--- src/rtl/id_pkg.sv ---
// Shared decode definitions for the ID stage.
// Holds opcode values, the NOP encoding, the class and state enums, the
// instruction field positions and the immediate/target sign-extend helpers.
package id_pkg;

    localparam logic [5:0] OP_NOP  = 6'h00;
    localparam logic [5:0] OP_R    = 6'h01;
    localparam logic [5:0] OP_I    = 6'h02;
    localparam logic [5:0] OP_LD   = 6'h03;
    localparam logic [5:0] OP_J    = 6'h04;
    localparam logic [5:0] OP_HALT = 6'h3F;

    localparam logic [31:0] NOP_INSN = {OP_NOP, 26'h0};

    localparam int OP_LSB = 26;
    localparam int RD_LSB = 21;
    localparam int RS_LSB = 16;
    localparam int RT_LSB = 11;

    typedef enum logic [2:0] {
        CLS_R    = 3'd0,
        CLS_I    = 3'd1,
        CLS_LD   = 3'd2,
        CLS_J    = 3'd3,
        CLS_NOP  = 3'd4,
        CLS_HALT = 3'd5
    } cls_e;

    typedef enum logic {
        ST_RUN    = 1'b0,
        ST_HALTED = 1'b1
    } state_e;

    function automatic logic [31:0] sext_imm(input logic [15:0] v);
        return {{16{v[15]}}, v};
    endfunction

    function automatic logic [31:0] sext_tgt(input logic [25:0] v);
        return {{6{v[25]}}, v};
    endfunction

endpackage

--- src/rtl/id_fwd_mux.sv ---
// Single-operand forwarding selector.
// Ports: addr (source register), rf_data (register-file read),
//        ex_* / mem_* (in-flight writers), data (selected operand).
// Register 0 always reads zero; a load in EX has no value yet, so it is
// skipped here and handled by the stage's interlock instead.
module id_fwd_mux #(
    parameter int WIDTH        = 32,
    parameter int REG_ADDR_LEN = 5
) (
    input  logic [REG_ADDR_LEN-1:0] addr,
    input  logic [WIDTH-1:0]        rf_data,
    input  logic                    ex_wr_en,
    input  logic                    ex_is_load,
    input  logic [REG_ADDR_LEN-1:0] ex_rd,
    input  logic [WIDTH-1:0]        ex_data,
    input  logic                    mem_wr_en,
    input  logic [REG_ADDR_LEN-1:0] mem_rd,
    input  logic [WIDTH-1:0]        mem_data,
    output logic [WIDTH-1:0]        data
);
    always_comb begin
        if (addr == '0)                                   data = '0;
        else if (ex_wr_en && !ex_is_load && ex_rd == addr) data = ex_data;
        else if (mem_wr_en && mem_rd == addr)             data = mem_data;
        else                                              data = rf_data;
    end
endmodule

--- src/rtl/id_stage_pipe.sv ---
// Instruction-decode stage with valid/ready on both sides.
// Ports: fetch side (in_valid/in_ready/in_ir/in_pc), flush, register-file
//        read port (rf_rd*_addr/rf_rd*_data), EX/MEM forwarding sources,
//        execute side (out_valid/out_ready and decoded out_* fields), halted.
// Decodes, forwards operands, interlocks one cycle on load-use, and holds
// the result in one output register. A run/halt FSM stops intake after HALT.
module id_stage_pipe
    import id_pkg::*;
#(
    parameter int WIDTH        = 32,
    parameter int REG_ADDR_LEN = 5,
    parameter int PC_W         = WIDTH - 2
) (
    input  logic                    clk,
    input  logic                    rst,
    input  logic                    in_valid,
    output logic                    in_ready,
    input  logic [WIDTH-1:0]        in_ir,
    input  logic [PC_W-1:0]         in_pc,
    input  logic                    flush,
    output logic [REG_ADDR_LEN-1:0] rf_rd1_addr,
    output logic [REG_ADDR_LEN-1:0] rf_rd2_addr,
    input  logic [WIDTH-1:0]        rf_rd1_data,
    input  logic [WIDTH-1:0]        rf_rd2_data,
    input  logic                    ex_wr_en,
    input  logic                    ex_is_load,
    input  logic [REG_ADDR_LEN-1:0] ex_rd,
    input  logic [WIDTH-1:0]        ex_data,
    input  logic                    mem_wr_en,
    input  logic [REG_ADDR_LEN-1:0] mem_rd,
    input  logic [WIDTH-1:0]        mem_data,
    output logic                    out_valid,
    input  logic                    out_ready,
    output logic [WIDTH-1:0]        out_ir,
    output logic [PC_W-1:0]         out_pc,
    output logic [2:0]              out_class,
    output logic [REG_ADDR_LEN-1:0] out_rd,
    output logic [REG_ADDR_LEN-1:0] out_rs,
    output logic [REG_ADDR_LEN-1:0] out_rt,
    output logic [WIDTH-1:0]        out_rs_data,
    output logic [WIDTH-1:0]        out_rt_data,
    output logic [WIDTH-1:0]        out_imm,
    output logic                    halted
);
    logic [5:0]              opcode;
    logic [REG_ADDR_LEN-1:0] rd, rs, rt;
    cls_e                    cls;
    logic                    use_rs, use_rt;
    logic [WIDTH-1:0]        imm;
    logic [WIDTH-1:0]        rs_val, rt_val;
    logic                    hazard, adv, accept;
    state_e                  state;

    logic [1:0][REG_ADDR_LEN-1:0] src_addr;
    logic [1:0][WIDTH-1:0]        src_rf;
    logic [1:0][WIDTH-1:0]        fwd_val;

    assign opcode = in_ir[OP_LSB +: 6];
    assign rd     = in_ir[RD_LSB +: REG_ADDR_LEN];
    assign rs     = in_ir[RS_LSB +: REG_ADDR_LEN];
    assign rt     = in_ir[RT_LSB +: REG_ADDR_LEN];

    assign rf_rd1_addr = rs;
    assign rf_rd2_addr = rt;

    always_comb begin
        cls    = CLS_NOP;
        use_rs = 1'b0;
        use_rt = 1'b0;
        imm    = '0;
        case (opcode)
            OP_R:    begin cls = CLS_R;  use_rs = 1'b1; use_rt = 1'b1; end
            OP_I:    begin cls = CLS_I;  use_rs = 1'b1; imm = WIDTH'($signed(sext_imm(in_ir[15:0]))); end
            OP_LD:   begin cls = CLS_LD; use_rs = 1'b1; imm = WIDTH'($signed(sext_imm(in_ir[15:0]))); end
            OP_J:    begin cls = CLS_J;  imm = WIDTH'($signed(sext_tgt(in_ir[25:0]))); end
            OP_HALT: cls = CLS_HALT;
            OP_NOP:  cls = CLS_NOP;
            default: cls = CLS_NOP;
        endcase
    end

    // Index 0 serves Rs, index 1 serves Rt.
    assign src_addr = {rt, rs};
    assign src_rf   = {rf_rd2_data, rf_rd1_data};

    for (genvar g = 0; g < 2; g++) begin : g_fwd
        id_fwd_mux #(.WIDTH(WIDTH), .REG_ADDR_LEN(REG_ADDR_LEN)) u_fwd (
            .addr      (src_addr[g]),
            .rf_data   (src_rf[g]),
            .ex_wr_en  (ex_wr_en),
            .ex_is_load(ex_is_load),
            .ex_rd     (ex_rd),
            .ex_data   (ex_data),
            .mem_wr_en (mem_wr_en),
            .mem_rd    (mem_rd),
            .mem_data  (mem_data),
            .data      (fwd_val[g])
        );
    end

    // I/LD carry the immediate on the Rt operand path.
    assign rs_val = use_rs ? fwd_val[0] : '0;
    assign rt_val = use_rt ? fwd_val[1] :
                    (cls == CLS_I || cls == CLS_LD) ? imm : '0;

    assign hazard = in_valid && ex_is_load && ex_wr_en && (ex_rd != '0) &&
                    ((use_rs && ex_rd == rs) || (use_rt && ex_rd == rt));
    assign adv      = !out_valid || out_ready;
    assign in_ready = adv && !hazard && (state == ST_RUN) && !flush;
    assign accept   = in_valid && in_ready;

    always_ff @(posedge clk) begin
        if (rst) begin
            state       <= ST_RUN;
            halted      <= 1'b0;
            out_valid   <= 1'b0;
            out_ir      <= WIDTH'(NOP_INSN);
            out_pc      <= '0;
            out_class   <= CLS_NOP;
            out_rd      <= '0;
            out_rs      <= '0;
            out_rt      <= '0;
            out_rs_data <= '0;
            out_rt_data <= '0;
            out_imm     <= '0;
        end else if (flush) begin
            out_valid <= 1'b0;
            out_ir    <= WIDTH'(NOP_INSN);
        end else if (accept) begin
            out_valid   <= 1'b1;
            out_ir      <= in_ir;
            out_pc      <= in_pc;
            out_class   <= cls;
            out_rd      <= rd;
            out_rs      <= rs;
            out_rt      <= rt;
            out_rs_data <= rs_val;
            out_rt_data <= rt_val;
            out_imm     <= imm;
            if (cls == CLS_HALT) begin
                state  <= ST_HALTED;
                halted <= 1'b1;
            end
        end else if (adv) begin
            // Covers the load-use bubble and plain idle cycles.
            out_valid <= 1'b0;
        end
    end

endmodule

--- config.mk ---
export PLATFORM = sky130hd
export DESIGN_NAME = id_stage_pipe
export DESIGN_NICKNAME = d
export VERILOG_FILES = /design/src/rtl/id_pkg.sv /design/src/rtl/id_fwd_mux.sv /design/src/rtl/id_stage_pipe.sv
export SDC_FILE = /design/constraint.sdc
export NUM_CORES = 1
export LEC_CHECK = 0
export ABC_CLOCK_PERIOD_IN_PS = 3140
export BUFFER_PORTS_ARGS = -buffer_cell sky130_fd_sc_hd__buf_2
export CORE_AREA = 2 2 155 157
export DETAILED_ROUTE_END_ITERATION = 8
export DIE_AREA = 0 0 157 159
export PLACE_DENSITY = 0.78
export SETUP_SLACK_MARGIN = 0.5
export SLEW_MARGIN = 40
export SYNTH_ARGS = -nofsm -noshare
export SYNTH_HDL_FRONTEND = slang
export SYNTH_SLANG_ARGS = --single-unit
--- constraint.sdc ---
create_clock -name clk -period 3.14 [get_ports clk]
set_input_delay 0.157 -clock clk [delete_from_list [all_inputs] [get_ports clk]]
set_output_delay 0.157 -clock clk [all_outputs]
set_load 0.01 [all_outputs]
==> reports/results.tsv, run 1 <==
stage	metric	value	unit
status	status	finished clean	
setup_path	criticalPathCategory	flop to flop	
sta	fin_hold_ws	0.00929	ns
floorplanning	initial_core_util	40.5	%
global_route	grt_use_total	30.2	%
route	routed-via-count	10704	
route	route.met3.wl	3780	um
sta	slew_headroom	45.3	%
cts	insertion_delay	0.43	ns
global_route	grt.overflow.total	0	
sta	fmax	0.422	GHz
power_and_ir_drop	pwr-share-seq	43.7	%
synth	synth_common_cells	dfxtp_1 (172), o31ai_1 (112), clkbuf_1 (103)	
final_layout	fillCellCount	2173	
final_layout	nNetsFinal	1675	
synth	yosysWarnings	0	
synth	synth_cells	1140	
route	top_layer_used	met4	
cts	htree_levels	4	
cts	cts_root_buffer	clkbuf_16	
setup_path	start_kind	flop	
run	drv_cap	0	
global_route	antenna_found_initial	7	
synth	synth_area_leader_cell	dfxtp_1	
sta	rsz0062_at_grt	no	
final_layout	multi_input_area	5050	um^2
floorplanning	io_pins	397	
power_and_ir_drop	p_sw_share	30.2	%
power_and_ir_drop	p_per_area	424	nW/um^2
synth	ys_ff_latch	172	
route	first_pass_iters	5	
synth	synth_top_area_share	36.6	%
sta	slew_viol_final	0	
synth	ys_seq_area_share	36.6	%
route	drc	0	
synth	yosysUniqueCellTypes	46	
place	gp_congestion	0.907	
floorplanning	rows	56	
cts	ctsResizeCount	0	
route	dr.first_iter.drc_count	1109	
cts	numCtsBuffers	17	
setup_path	cp_data_arrival_time	2.70	ns
synth	synthArstFlopShare	0	%
final_layout	drive_gt1_share	32.6	%
route	ant_nets	0	
place	place_hpwl	28000	um
setup_path	cp-end-kind	flop	
floorplanning	dieArea	25000	um^2
hold_path	hp-class	input pin to flop	
cts	clk_pin_slew	0.07	ns
sta	tightest_slew	0.821	ns
final_layout	regArea	3440	um^2
power_and_ir_drop	power_leakage	0.00555	uW
synth	syn_nets	1348	
place	port_buffers	396	
setup_path	path_max_fanout	36	
synth	yosys_most_used_dff	dfxtp_1	
power_and_ir_drop	power.combinational.fraction	17.1	%
route	wirelength	39300	um
cts	cts_tree	yes	
sta	finalCritPeriodShare	75.5	%
global_route	grt_max_degree	89	
route	viasPerCell	5.92	
route	wl_per_cell	21.7	um
power_and_ir_drop	internal_power	3660	uW
sta	skew	0.0124	ns
cts	clock-sinks	172	
synth	synth_edf_count	0	
final_layout	area_growth_syn_to_layout	31.7	%
global_route	first_global_vias	10043	
power_and_ir_drop	switchingPower	1590	uW
power_and_ir_drop	irDropWorstVdd	0.258	mV
route	routed-wl-met2	18700	um
sta	min_period	2.37	ns
synth	syn_area_per_cell	8.24	um^2
route	wl_met1	15600	um
synth	syn_area	9400	um^2
cts	clock_tree.buffer_depth	2	
synth	yosysMostFrequentCell	dfxtp_1	
global_route	grt_pass1_wl	58500	um
power_and_ir_drop	p_clk_share	39.2	%
floorplanning	dieWidth	157	um
sta	tns	0	ns
synth	synthTopCellsByArea	dfxtp_1 (37%), o31ai_1 (8.9%), a21boi_0 (5.1%), a31oi_1 (4.9%), clkbuf_1 (4.1%)	
sta	hold_violations	0	
floorplanning	die_h	159	um
setup_path	crit_required	3.47	ns
sta	setup_violations	0	
floorplanning	coreArea	23200	um^2
## through the flow
step | instances | instance area, um^2 | util, % | power (uW) | setup WS, ns
floorplan | 1140 | 9400 | - | 2800 | 1.36
global placement | 1733 | 11400 | 49.3 | 3180 | 0.623
detailed placement | 1734 | 11500 | 49.4 | 3200 | 0.687
CTS | 1799 | 12400 | 53.3 | 5270 | 0.822
global route | 1805 | 12400 | 53.3 | 5450 | 0.665
finish | 1807 | 12400 | 53.4 | 5250 | 0.768
## logic make-up after synthesis
logic type	count (synthesis)	synth area share, %
AO/OA/AOI/OAI	417	31.7
AND/OR/NAND/NOR	273	15.6
buffers and inverters	221	10.2
flip-flops	172	36.6
multiplexers	35	3.74
XOR/XNOR	22	2.05
## power groups by stage
stage / registers, uW / logic, uW / clock network, uW
4_1_cts: 2290 / 886 / 2090
3_5_place_dp: 2340 / 852 / 0
3_3_place_gp: 2340 / 840 / 0
2_1_floorplan: 2370 / 425 / 0
6_report: 2290 / 897 / 2050
5_1_grt: 2300 / 962 / 2190
## worst paths after layout
kind / start / to / slack, ns / depth (start not counted)
setup / recovery: state$_SDFFE_PP0P_ / out_rs_data[9]$_SDFFE_PP0P_ / 0.77 / 5
hold / removal: in_pc[15] / out_pc[15]$_SDFFE_PP0P_ / 0.009 / 3
setup reg to reg: state$_SDFFE_PP0P_ / out_rs_data[9]$_SDFFE_PP0P_ / 0.77 / 5
hold reg to reg: out_ir[3]$_SDFFE_PP0P_ / out_ir[3]$_SDFFE_PP0P_ / 0.45 / 2
## layer usage
layer  vias to the layer above  track usage (%)
met2                       641             50.0
met3                        87             7.08
met5                         -                0
met4                         0             10.7
li1                       4949                -
met1                      5027             38.2
## cell usage in the layout (no fill, tap or decap), types with 10 or more instances in the layout
cell type        n
xor2_1          12
o2bb2ai_1       10
and3_1          55
a311oi_1        40
nand2_1         91
a21oi_1         66
inv_1           65
nand3_1         37
buf_2          395
mux2i_1         34
nand4_1         48
xnor2_1         10
dfxtp_1        172
a31oi_1         73
o22ai_1         10
buf_4           29
dlygate4sd3_1   33
a21boi_0        64
clkbuf_16       17
o32ai_1         32
o31ai_1        112
## area by class of cell
cell class	instances	share of cell area, %
timing repair buffer	464	21.5
sequential	172	27.8
clock inverter	14	1.10
clock buffer	18	3.47
antenna	8	0.162
tap	319	3.22
multi-input combinational	747	40.8
inverter	65	1.97
## worst max-delay path: stages (launching register included)
cell,delay (ns)
dfxtp_1,0.33
nor2_1,0.27
and3_4,0.55
nand3_2,0.45
buf_12,0.34
o32ai_1,0.31
## sequential cells by signal, indices dropped and copies added, names as in the netlist, 3 cells and up
register	flops
out_rt_data	32
out_rt	5
out_class	3
out_rs_data	32
out_rs	5
out_pc	30
out_rd	5
out_imm	26
out_ir	32
## repair_timing
| item | CTS | global route |
|---|---|---|
| endpoints found under the setup margin | 0 | 0 |
| buffers inserted | 0 | 0 |
| hold buffers | 33 | 0 |
| hold endpoints to repair | 36 | 0 |
Note: power is estimated with default switching activity, not from simulation.
==> run 2, diff against run 1 <==
Settings changed: ABC_CLOCK_PERIOD_IN_PS 3140 to 2400.
Clock period 3.14 ns to 2.4 ns, I/O delays scaled along.
==> run 2 against run 1 <==
Clock-buffer cell count stayed put. First-iteration DRC count is 13% higher. Clock power is 35% higher. Total power is 34% higher. Die area stayed put. Core utilization is 2.4 points higher. Hold slack better by 0.0068 ns. Setup slack worse by 0.20 ns. Cell count is 2.6% higher. Sequential share of layout area is 1.2 points lower. Largest cell class unchanged.
==> reports/results.tsv, run 2 (same netlist as run 1, synthesis figures left out) <==
stage	metric	value	unit	change
floorplanning	die_h	159	um	unchanged
sta	slew_headroom	51.8	%	+6.5 points
cts	cts_root_buffer	clkbuf_16		
place	gp_congestion	0.905		-0.22%
cts	clock_tree.buffer_depth	2		unchanged
sta	setup_violations	0		unchanged
sta	tightest_slew	0.723	ns	-0.0977 ns
final_layout	area_growth_syn_to_layout	37.6	%	
global_route	grt_use_total	31.6	%	+1.4 points
global_route	antenna_found_initial	11		+4
final_layout	final_cell_mix	buf_2 (395), dfxtp_1 (172), o31ai_1 (112)		
sta	finalCritPeriodShare	76.5	%	
place	port_buffers	396		unchanged
global_route	grt_pass1_wl	61600	um	+5.2%
sta	fmax	0.545	GHz	
global_route	grt_max_degree	87		-2.2%
power_and_ir_drop	p_per_area	543	nW/um^2	+28%
route	first_pass_iters	6		+1
final_layout	top_regs	out_ir (32), out_rs_data (32), out_rt_data (32)		
global_route	first_global_vias	10773		+7.3%
setup_path	crit_path_start	in_ir[31]		
final_layout	drive_gt1_share	33.5	%	+0.94 points
cts	cts_tree	yes		
floorplanning	io_pins	397		unchanged
route	wirelength	40800	um	+4.0%
power_and_ir_drop	irDropWorstVdd	0.379	mV	+47%
global_route	busiest_layer	met2		
route	wl_per_cell	22.0	um	+1.3%
floorplanning	initial_core_util	40.5	%	unchanged
sta	fin_ws	0.564	ns	-0.204 ns
final_layout	nNetsFinal	1720		+2.7%
setup_path	cp-end-kind	output port		
cts	insertion_delay	0.43	ns	about the same
setup_path	crit_path_top_delay_cell	or3_1		
place	place_ws	0.0793	ns	-0.607 ns
floorplanning	coreArea	23200	um^2	unchanged
setup_path	start_kind	input pin		
final_layout	utilization	55.8	%	+2.4 points
global_route	grtUsageMet3	8.11	%	+1.0 points
sta	slew_viol_final	0		unchanged
setup_path	crit_top_cell	buf_2		
floorplanning	dieWidth	157	um	unchanged
setup_path	cp_data_arrival_time	1.72	ns	-0.98 ns
global_route	met2_usage	51.4	%	+1.4 points
final_layout	stdcell_count	1854		+2.6%
hold_path	hp-start	in_ir[27]		
setup_path	crit_required	2.28	ns	-1.19 ns
cts	clk_pin_slew	0.07	ns	about the same
final_layout	final_common_cell	buf_2		
sta	tns	0	ns	unchanged
place	dp_cells	1753		+1.1%
sta	rsz0062_at_grt	yes		
cts	numCtsBuffers	17		unchanged
setup_path	cp_slowest_stage_delay	0.46	ns	-0.09 ns
route	ant_nets	0		unchanged
route	dr.first_iter.drc_count	1254		+13%
cts	clock-sinks	172		unchanged
route	drc	0		unchanged
sta	fin_hold_ws	0.0161	ns	+0.00683 ns
status	status	finished clean		
route	viasPerCell	5.99		+1.2%
sta	min_period	1.84	ns	
global_route	met1_usage	38.2	%	+0.051 points
power_and_ir_drop	power_leakage	0.00582	uW	+5.0%
route	routed-via-count	11110		+3.8%
sta	skew	0.00972	ns	-0.00266 ns
run	drv_cap	0		unchanged
cts	htree_levels	4		unchanged
floorplanning	dieArea	25000	um^2	unchanged
setup_path	worstPathCellList	buf_2 > or3_1 > nor3_4 > and4_4 > buf_12 > nor3_1 > buf_2		
place	place_hpwl	28500	um	+1.7%
sta	hold_violations	0		unchanged
setup_path	r2r-start	state$_SDFFE_PP0P_		
setup_path	criticalPathCategory	input pin to output port		
setup_path	path_max_fanout	16		-56%
hold_path	hp-class	input pin to flop		
floorplanning	rows	56		unchanged
global_route	grt.overflow.total	0		unchanged
## run 2: changes by cell type in the layout (fill, tap and decap cells not counted), moves of 2 or more
cell | previous run | this run
clkbuf_16 | 17 | 19
buf_12 | 6 | 10
and4_4 | 0 | 2
buf_4 | 29 | 47
dlygate4sd3_1 | 33 | 52
clkinvlp_4 | 4 | 1
and4_2 | 2 | 0
diode_2 | 8 | 10
## run 2: timing repair
| item | 4_1_cts | 5_1_grt |
|---|---|---|
| endpoints found under the setup margin | 78 | 26 |
| endpoints found under the hold margin | 72 | 0 |
| gates resized for setup | 7 | 2 |
| pin swaps | 1 | 0 |
| gates cloned | 1 | 2 |
| setup buffers | 4 | 0 |
| hold buffers | 52 | 0 |
## run 2: per-stage QoR
stage,power [uW],cell area [um^2]
final,7020,12900
after global routing,7250,12900
after CTS,7020,12900
after detailed placement,4210,11600
after global placement,4190,11600
after floorplan,3660,9400
## run 2: final timing paths
path,cells past startpoint,endpoint,slack (ns)
worst min register to register,2,out_imm[15]$_SDFFE_PP0P_,0.46
worst min-delay path,3,out_ir[27]$_SDFFE_PP0P_,0.02
worst max-delay path,7,in_ready,0.56
worst max register to register,6,out_rs_data[23]$_SDFFE_PP0P_,0.58
## run 2: where the power goes
| part | leakage [uW] | internal [uW] | switching (uW) |
|---|---|---|---|
| sequential | 0.00140 | 2950 | 54.4 |
| combinational | 0.00414 | 518 | 725 |
| clock | 0.000287 | 1420 | 1350 |
| total | 0.00582 | 4880 | 2130 |
## run 2: routing by layer
metal	part of all wire (%)	wire length, um
met4	4.9	2000
met2	47	19200
met5	0.039	16
met1	39	15800
met3	9.2	3740
## run 2: critical path, delay by kind of cell
kind	cells	cell delay, ns
buf+inv	3	0.48
simple gates	4	1.11
## run 2: final cells by class
class | count | area, um^2
Clock inverter | 14 | 150
Fill cell | 2121 | 10300
Multi-Input combinational cell | 747 | 5070
Clock buffer | 18 | 439
Tap cell | 319 | 399
Sequential cell | 172 | 3440
Antenna cell | 10 | 25.0
Timing Repair Buffer | 509 | 3160
Inverter | 65 | 244
